===== src/rtl/hazard_ctl_pkg.sv =====
// Shared hazard/forwarding definitions: forward-select encoding and the shadow-slot layout.
// The datapath forwarding mux imports the same encoding.
package hazard_ctl_pkg;

    localparam int HZ_REG_AW = 5;

    localparam logic [1:0] FWD_REG = 2'b00;
    localparam logic [1:0] FWD_EX  = 2'b01;
    localparam logic [1:0] FWD_ACC = 2'b10;
    localparam logic [1:0] FWD_WB  = 2'b11;

    typedef struct packed {
        logic                 valid;
        logic [HZ_REG_AW-1:0] rd;
        logic                 we;
        logic                 is_load;
    } hz_slot_t;

    localparam int SLOT_W = $bits(hz_slot_t);

    // x0 is hardwired zero, so a producer targeting it never supplies a value.
    function automatic logic slot_hit(input hz_slot_t s, input logic [HZ_REG_AW-1:0] src,
                                      input logic use_src);
        return s.valid && s.we && (s.rd == src) && (src != '0) && use_src;
    endfunction

endpackage


===== src/rtl/hazard_ctl_fwd_sel.sv =====
// Single-operand forwarding priority compare: the youngest matching producer wins (E > M > W).
module hazard_fwd_sel
    import hazard_ctl_pkg::*;
(
    input  logic [HZ_REG_AW-1:0] i_src,
    input  logic                 i_use,
    input  logic [SLOT_W-1:0]    i_slot_e,
    input  logic [SLOT_W-1:0]    i_slot_m,
    input  logic [SLOT_W-1:0]    i_slot_w,
    output logic [1:0]           o_sel,
    output logic                 o_hit_e
);

    hz_slot_t w_e, w_m, w_w;
    logic     w_hit_m, w_hit_w;

    assign w_e = hz_slot_t'(i_slot_e);
    assign w_m = hz_slot_t'(i_slot_m);
    assign w_w = hz_slot_t'(i_slot_w);

    assign o_hit_e = slot_hit(w_e, i_src, i_use);
    assign w_hit_m = slot_hit(w_m, i_src, i_use);
    assign w_hit_w = slot_hit(w_w, i_src, i_use);

    always_comb begin
        o_sel = FWD_REG;
        if (o_hit_e)      o_sel = FWD_EX;
        else if (w_hit_m) o_sel = FWD_ACC;
        else if (w_hit_w) o_sel = FWD_WB;
    end

endmodule


===== src/rtl/hazard_ctl.sv =====
// Pipeline hazard controller: shadow of E/M/W destinations, forwarding, load-use stall,
// redirect flush and memory freeze. Optional perf counters under `HAZARD_PERF_EN.
module hazard_ctl
    import hazard_ctl_pkg::*;
#(
    parameter int REG_AW = HZ_REG_AW,
    parameter int CNT_W  = 32
) (
    input  logic              clk,
    input  logic              rst,
    input  logic              de_valid,
    input  logic [REG_AW-1:0] de_rs1,
    input  logic [REG_AW-1:0] de_rs2,
    input  logic              de_use_rs1,
    input  logic              de_use_rs2,
    input  logic [REG_AW-1:0] de_rd,
    input  logic              de_reg_we,
    input  logic              de_is_load,
    input  logic              ex_redirect,
    input  logic              mem_stall_req,
    output logic              stall_pc,
    output logic              stall_de,
    output logic              bubble_ex,
    output logic              flush_de,
    output logic [1:0]        fwd_a_sel,
    output logic [1:0]        fwd_b_sel
`ifdef HAZARD_PERF_EN
    ,
    output logic [CNT_W-1:0]  perf_stall_cnt,
    output logic [CNT_W-1:0]  perf_flush_cnt,
    output logic [CNT_W-1:0]  perf_freeze_cnt
`endif
);

    // Empty guard block: keeps CNT_W referenced in builds without the counters.
    if (CNT_W < 1) begin : g_cnt_w_invalid
    end

    hz_slot_t   r_slot_e, r_slot_m, r_slot_w;
    hz_slot_t   w_slot_new;
    logic [1:0] w_sel_a, w_sel_b;
    logic       w_hit_e_a, w_hit_e_b;
    logic       w_load_use, w_issue;
    logic       w_lu_stall, w_flush;

    hazard_fwd_sel u_fwd_a (
        .i_src    (HZ_REG_AW'(de_rs1)),
        .i_use    (de_use_rs1),
        .i_slot_e (r_slot_e),
        .i_slot_m (r_slot_m),
        .i_slot_w (r_slot_w),
        .o_sel    (w_sel_a),
        .o_hit_e  (w_hit_e_a)
    );

    hazard_fwd_sel u_fwd_b (
        .i_src    (HZ_REG_AW'(de_rs2)),
        .i_use    (de_use_rs2),
        .i_slot_e (r_slot_e),
        .i_slot_m (r_slot_m),
        .i_slot_w (r_slot_w),
        .o_sel    (w_sel_b),
        .o_hit_e  (w_hit_e_b)
    );

    assign w_load_use = de_valid && (w_hit_e_a || w_hit_e_b) && r_slot_e.is_load;
    assign w_issue    = de_valid && !w_load_use && !ex_redirect;
    assign w_lu_stall = !mem_stall_req && !ex_redirect && w_load_use;
    assign w_flush    = !mem_stall_req && ex_redirect;

    always_comb begin
        w_slot_new         = '0;
        w_slot_new.valid   = w_issue;
        w_slot_new.rd      = HZ_REG_AW'(de_rd);
        w_slot_new.we      = de_reg_we;
        w_slot_new.is_load = de_is_load;
    end

    // Freeze beats redirect beats load-use; reset silences everything.
    always_comb begin
        stall_pc  = 1'b0;
        stall_de  = 1'b0;
        bubble_ex = 1'b0;
        flush_de  = 1'b0;
        fwd_a_sel = FWD_REG;
        fwd_b_sel = FWD_REG;
        if (!rst) begin
            fwd_a_sel = w_sel_a;
            fwd_b_sel = w_sel_b;
            if (mem_stall_req) begin
                stall_pc = 1'b1;
                stall_de = 1'b1;
            end else if (ex_redirect) begin
                flush_de  = 1'b1;
                bubble_ex = 1'b1;
            end else if (w_load_use) begin
                stall_pc  = 1'b1;
                stall_de  = 1'b1;
                bubble_ex = 1'b1;
            end
        end
    end

    always_ff @(posedge clk) begin
        if (rst) begin
            r_slot_e.valid <= 1'b0;
            r_slot_m.valid <= 1'b0;
            r_slot_w.valid <= 1'b0;
        end else if (!mem_stall_req) begin
            r_slot_w <= r_slot_m;
            r_slot_m <= r_slot_e;
            r_slot_e <= w_slot_new;
        end
    end

`ifdef HAZARD_PERF_EN
    logic [CNT_W-1:0] r_stall_cnt, r_flush_cnt, r_freeze_cnt;

    always_ff @(posedge clk) begin
        if (rst) begin
            r_stall_cnt  <= '0;
            r_flush_cnt  <= '0;
            r_freeze_cnt <= '0;
        end else begin
            if (w_lu_stall && (r_stall_cnt != '1))     r_stall_cnt  <= r_stall_cnt + 1'b1;
            if (w_flush && (r_flush_cnt != '1))        r_flush_cnt  <= r_flush_cnt + 1'b1;
            if (mem_stall_req && (r_freeze_cnt != '1)) r_freeze_cnt <= r_freeze_cnt + 1'b1;
        end
    end

    assign perf_stall_cnt  = r_stall_cnt;
    assign perf_flush_cnt  = r_flush_cnt;
    assign perf_freeze_cnt = r_freeze_cnt;
`else
    logic w_unused_perf;
    assign w_unused_perf = ^{w_lu_stall, w_flush};
`endif

endmodule


===== config.mk =====
export PLATFORM = sky130hd
export DESIGN_NAME = hazard_ctl
export DESIGN_NICKNAME = d
export VERILOG_FILES = /design/src/rtl/hazard_ctl_pkg.sv /design/src/rtl/hazard_ctl_fwd_sel.sv /design/src/rtl/hazard_ctl.sv
export SDC_FILE = /design/constraint.sdc
export NUM_CORES = 1
export LEC_CHECK = 0
export CORE_MARGIN = 4
export CORE_UTILIZATION = 50
export DETAILED_ROUTE_END_ITERATION = 8
export PLACE_DENSITY = 0.93
export SKIP_CTS_REPAIR_TIMING = 1
export SKIP_LAST_GASP = 1
export SYNTH_ARGS = -nofsm -noshare
export SYNTH_HDL_FRONTEND = slang
export SYNTH_SLANG_ARGS = --single-unit
export TNS_END_PERCENT = 30

===== constraint.sdc =====
create_clock -name clk -period 3.4 [get_ports clk]
set_clock_uncertainty 0.15 [all_clocks]
set_input_delay 0.34 -clock clk [delete_from_list [all_inputs] [get_ports clk]]
set_output_delay 0.34 -clock clk [all_outputs]
set_load 0.01 [all_outputs]

Yosys cells after proc, flatten, opt, wreduce, memory -nomap -nowiden. Index checks and enable logic that the tools add are counted. W data, S select, Z words.

Bits in registers: 22. Bits of input ports: 24. Output and inout port bits: 8. Logic and storage cells: 67.

Eq/ne operators: 6. Muxes and demuxes: 18. Bitwise operators: 2. Reduce and logical (&&, ||, !) cells: 31.

Operators with widths (count): $eq A5 B5 Y1 (6); $logic_and A1 B1 Y1 (25); $mux W2 (8); $mux W1 (10); $reduce_bool A5 Y1 (2); $logic_not A1 Y1 (2); $not A1 Y1 (2); $reduce_and A2 Y1 (1); $logic_or A1 B1 Y1 (1).

Longest topological paths before layout.
Depth after elaboration: 11. Gate-level depth with buffers: 6. Gate-level depth less buffers: 5.

Hierarchy. From an unflattened synthesis, not the netlist that was laid out.

Cell total of the unflattened synthesis: 103. Area, all modules: 1287.5 um^2.

By module, submodules not included: hazard_ctl (times used 1, cells an instance 45, area each 844.6 um^2); hazard_fwd_sel (times used 2, cells an instance 29, area each 221.5 um^2).

Worst setup path after synthesis. No wires, ideal clock.

Path kind: input to output. Start: input port rst. End: output port bubble_ex. Arrival: 1903 ps. Data required time: 2910 ps. Path slack: 1007 ps. Stages on the path: 4. Path buffers: 1. Path through: clkbuf_1 nor2_1 and2_1 a31o_1.

Longest elaborated chain between the ends: 1.

Ends and longest elaborated chain: start: declaration (RTL line hazard_ctl.sv:10) `input logic rst,`; $mux W1 (RTL line hazard_ctl.sv:87) `if (!rst) begin`; end: declaration (RTL line hazard_ctl.sv:23) `output logic bubble_ex,`.

No other way between the ends.

Worst setup path after layout.
Start: input port de_rs1[1]. End: output port fwd_a_sel[1].

Longest elaborated chain between the ends: 8. Elaborated cells on any way between the ends: 17. Classes of those cells: 3 x eq/ne; 4 x mux; 10 x reduce/logical.

Ends and longest elaborated chain: start: declaration (RTL line hazard_ctl.sv:12) `input logic [REG_AW-1:0] de_rs1,`; $eq A5 B5 Y1 (RTL line hazard_ctl_pkg.sv:24) `return s.valid && s.we && (s.rd == src) && (src != '0) && use_src;`; $logic_and A1 B1 Y1 (3 in series) (RTL line hazard_ctl_pkg.sv:24); $mux W2 (RTL line hazard_ctl_fwd_sel.sv:29) `else if (w_hit_w) o_sel = FWD_WB;`; $mux W2 (RTL line hazard_ctl_fwd_sel.sv:28) `else if (w_hit_m) o_sel = FWD_ACC;`; $mux W2 * (RTL line hazard_ctl_fwd_sel.sv:27) `if (o_hit_e) o_sel = FWD_EX;`; $mux W2 * (RTL line hazard_ctl.sv:87); end: declaration (RTL line hazard_ctl.sv:25) `output logic [1:0] fwd_a_sel,`.

Mark *: on every way between the ends. The rest lies on a longest branch, timed or not.

==> flow_summary.ini <==
[floorplanning]
core_sq_mm = 0.00223
row_count = 17
dieArea_sq_mm = 0.00319
ios = 32
initial_utilization_pct = 52.6
die_w_um = 56.5
die_y_um = 56.5

[sta]
fin_crit_sh_pct = 93.0
grt_setup_unrepaired = false
timing.setup.tns_ps = 0
setup_violations = 0
hold_violations = 0
fin_ws_ps = 238
tightest_slew_ps = 397
fmax_mhz = 316
fin_crit_ps = 3160
drv_slew = 0
relSlewSlack_pct = 73.3

[worst_setup_path]
crit_fanout = 4
rrSetupSlack_ps = 1610
cp-startpoint = de_rs1[1]
endpoint_kind = output pin
r2r-start = r_slot_e[5]
crit_path_end = fwd_a_sel[1]
critPathRequiredTime_ps = 2910
crit_arrival_ps = 2670
reg2reg_to = r_slot_e[7]
r2r_cells = 5
worstSetupStartpointType = primary input
critical_path_class = in -> out

[detailed_routing]
routed_wl_um = 2600
ant_nets = 0
drc = 0
wl_per_cell_um = 16.3
num_vias = 878
dr.pass1.iters = 4
via_per_inst = 5.52
drt_iter0_markers = 18

[min_path]
hold_depth = 0
hold_path.class = reg -> reg

[placement]
dp_hpwl_um = 2100
io_buffers = 31
place.gp.congestion = 0.926
post-place-ws_ps = 255
dp_cells = 155

[finish]
syn_to_final_growth_pct = 31.9
nets = 156
stdcell_count = 159
drive_gt1_share_pct = 6.87
diodes = 0

[clocking]
clock_sinks = 22
clk-insertion-delay-late_ps = 300
root_buffer = clkbuf_4
htreeDepth = 1
cts_tree = built
clk_path_buf_depth = 2
clk_pin_slew_worst_paths_ps = 110
cts_made_buffers = 3

[synth]
synth_seq_area_share_pct = 53.7
synth_xor_area_share_pct = 22.4
async_reset_ff_share_pct = 0
ys_top_cells_by_count = xnor2_1 (24), edfxtp_1 (19), nand4_1 (6), xor2_1 (6)
synth_edf_count = 19
synth_cells = 96
synth_top_family_by_area = XOR/XNOR gates
syn-cell-area_sq_mm = 0.00117
yosysMostFrequentCell = xnor2_1
avgSynthCellArea_sq_um = 12.2
synth_mux_area_share_pct = 1.70
synth_fa_ha_area_share_pct = 0
synth-compound-area-share_pct = 5.96
synth_top_area_share_pct = 48.6
ys_types = 25
ys_ff_latch = 22
synth_ff_type = edfxtp_1
yosys.area_share.simple_pct = 15.0
synthTopCellsByArea = edfxtp_1 (49%), xnor2_1 (18%), dfxtp_1 (5.1%)
yosys.area.top_type = edfxtp_1
syn-num-nets = 120
ys.warnings.count = 0

[global_routing]
grt_max_degree = 21
gr-usage-all-layers_pct = 17.3
grt_pass1_vias = 936
grt_pass1_wl_um = 4230
grt_overflow_total = 0
antenna_found_initial = 0

[run]
cap_violations = 0

[power]
p_comb_share_pct = 17.0
p_total_mw = 0.523
power_leakage_nw = 0.485
p_sw_share_pct = 23.6
p_seq_share_pct = 60.4
p_per_area_mw_per_mm2 = 338
vdd_drop_max_mv = 0.319
power.internal_mw = 0.400
p_clk_share_pct = 22.7
p_switching_mw = 0.124

[outcome]
status = finished clean
## critical path, cell delays in order
cell,delay [ps]
clkdlybuf4s50_1,510
xnor2_1,280
nand4_1,140
or4_1,560
nand2b_1,100
nor3b_1,180
clkdlybuf4s50_1,570
## per-stage QoR
| stage | hold WS (ps) | area [sq um] | utilization (%) |
|---|---|---|---|
| 5_1_grt | 336 | 1550 | 69.4 |
| 2_1_floorplan | 277 | 1170 | - |
| 3_5_place_dp | 293 | 1520 | 68.2 |
| 4_1_cts | 320 | 1550 | 69.4 |
| 6_report | 323 | 1550 | 69.4 |
| 3_3_place_gp | 294 | 1520 | 68.2 |
## area by class of cell
type / instances / area, sq um
clock buffers: 3 / 22.5
clock inverters: 1 / 3.75
fillers: 169 / 683
inverters: 1 / 3.75
multi-input cells: 71 / 529
flip-flops and latches: 22 / 631
well taps: 28 / 35.0
repair buffers: 33 / 325
## sequential cells by signal, indices dropped and copies added (netlist names)
name / count
r_slot_w: 7
r_slot_m: 7
r_slot_e: 8
## power groups by stage
stage / Clock [mW] / Combinational (mW) / Sequential [mW]
finish: 0.119 / 0.0888 / 0.316
global route: 0.141 / 0.0955 / 0.317
CTS: 0.123 / 0.0892 / 0.316
detailed placement: 0 / 0.0887 / 0.322
global placement: 0 / 0.0860 / 0.321
floorplan: 0 / 0.0410 / 0.319
## per-layer routing
| layer | share of wire (%) | track usage [%] | wire (um) |
|---|---|---|---|
| met3 | 3.3 | 2.76 | 87 |
| met4 | 2.0 | 8.14 | 53 |
| met5 | 0 | 0 | 0 |
| met1 | 43 | 19.6 | 1110 |
| met2 | 52 | 31.2 | 1350 |
## how the worst min path moves through the flow
stage                     start           to
CTS                 r_slot_m[1]  r_slot_w[1]
finish              r_slot_m[1]  r_slot_w[1]
global route        r_slot_m[1]  r_slot_w[1]
global placement    r_slot_e[1]  r_slot_m[1]
detailed placement  r_slot_m[1]  r_slot_w[1]
floorplan           r_slot_e[1]  r_slot_m[1]
## cells in the final DEF, fill, tap and decap left out
| cell type | Yosys | layout |
|---|---|---|
| clkdlybuf4s50_1 | 0 | 31 |
| xnor2_1 | 24 | 24 |
| edfxtp_1 | 19 | 19 |
| nand4_1 | 6 | 6 |
| xor2_1 | 6 | 6 |
| or4_1 | 5 | 5 |
| nand2_1 | 5 | 5 |
| nor2_1 | 5 | 5 |
| a21oi_1 | 3 | 3 |
| clkbuf_4 | 0 | 3 |
| dfxtp_1 | 3 | 3 |
| o21ai_2 | 2 | 2 |
| nor4_1 | 2 | 2 |
| nor4_2 | 2 | 2 |
| mux2i_1 | 2 | 2 |
| buf_4 | 1 | 2 |
| a211oi_1 | 1 | 1 |
| nand2b_1 | 1 | 1 |
| nor3b_1 | 1 | 1 |
| and2_1 | 1 | 1 |
| o21a_1 | 1 | 1 |
| a31o_1 | 1 | 1 |
| inv_1 | 1 | 1 |
| nor2b_1 | 1 | 1 |
| o211ai_1 | 1 | 1 |
| o22ai_1 | 1 | 1 |
| clkinv_1 | 0 | 1 |
## cells by family (layout without fill, tap and decap cells)
logic type,after synthesis,count (layout)
compound gates,10,10
flops,22,22
xor+xnor,30,30
simple gates,29,29
buf+inv,3,38
mux,2,2
Note: power is estimated with default switching activity, not from simulation.
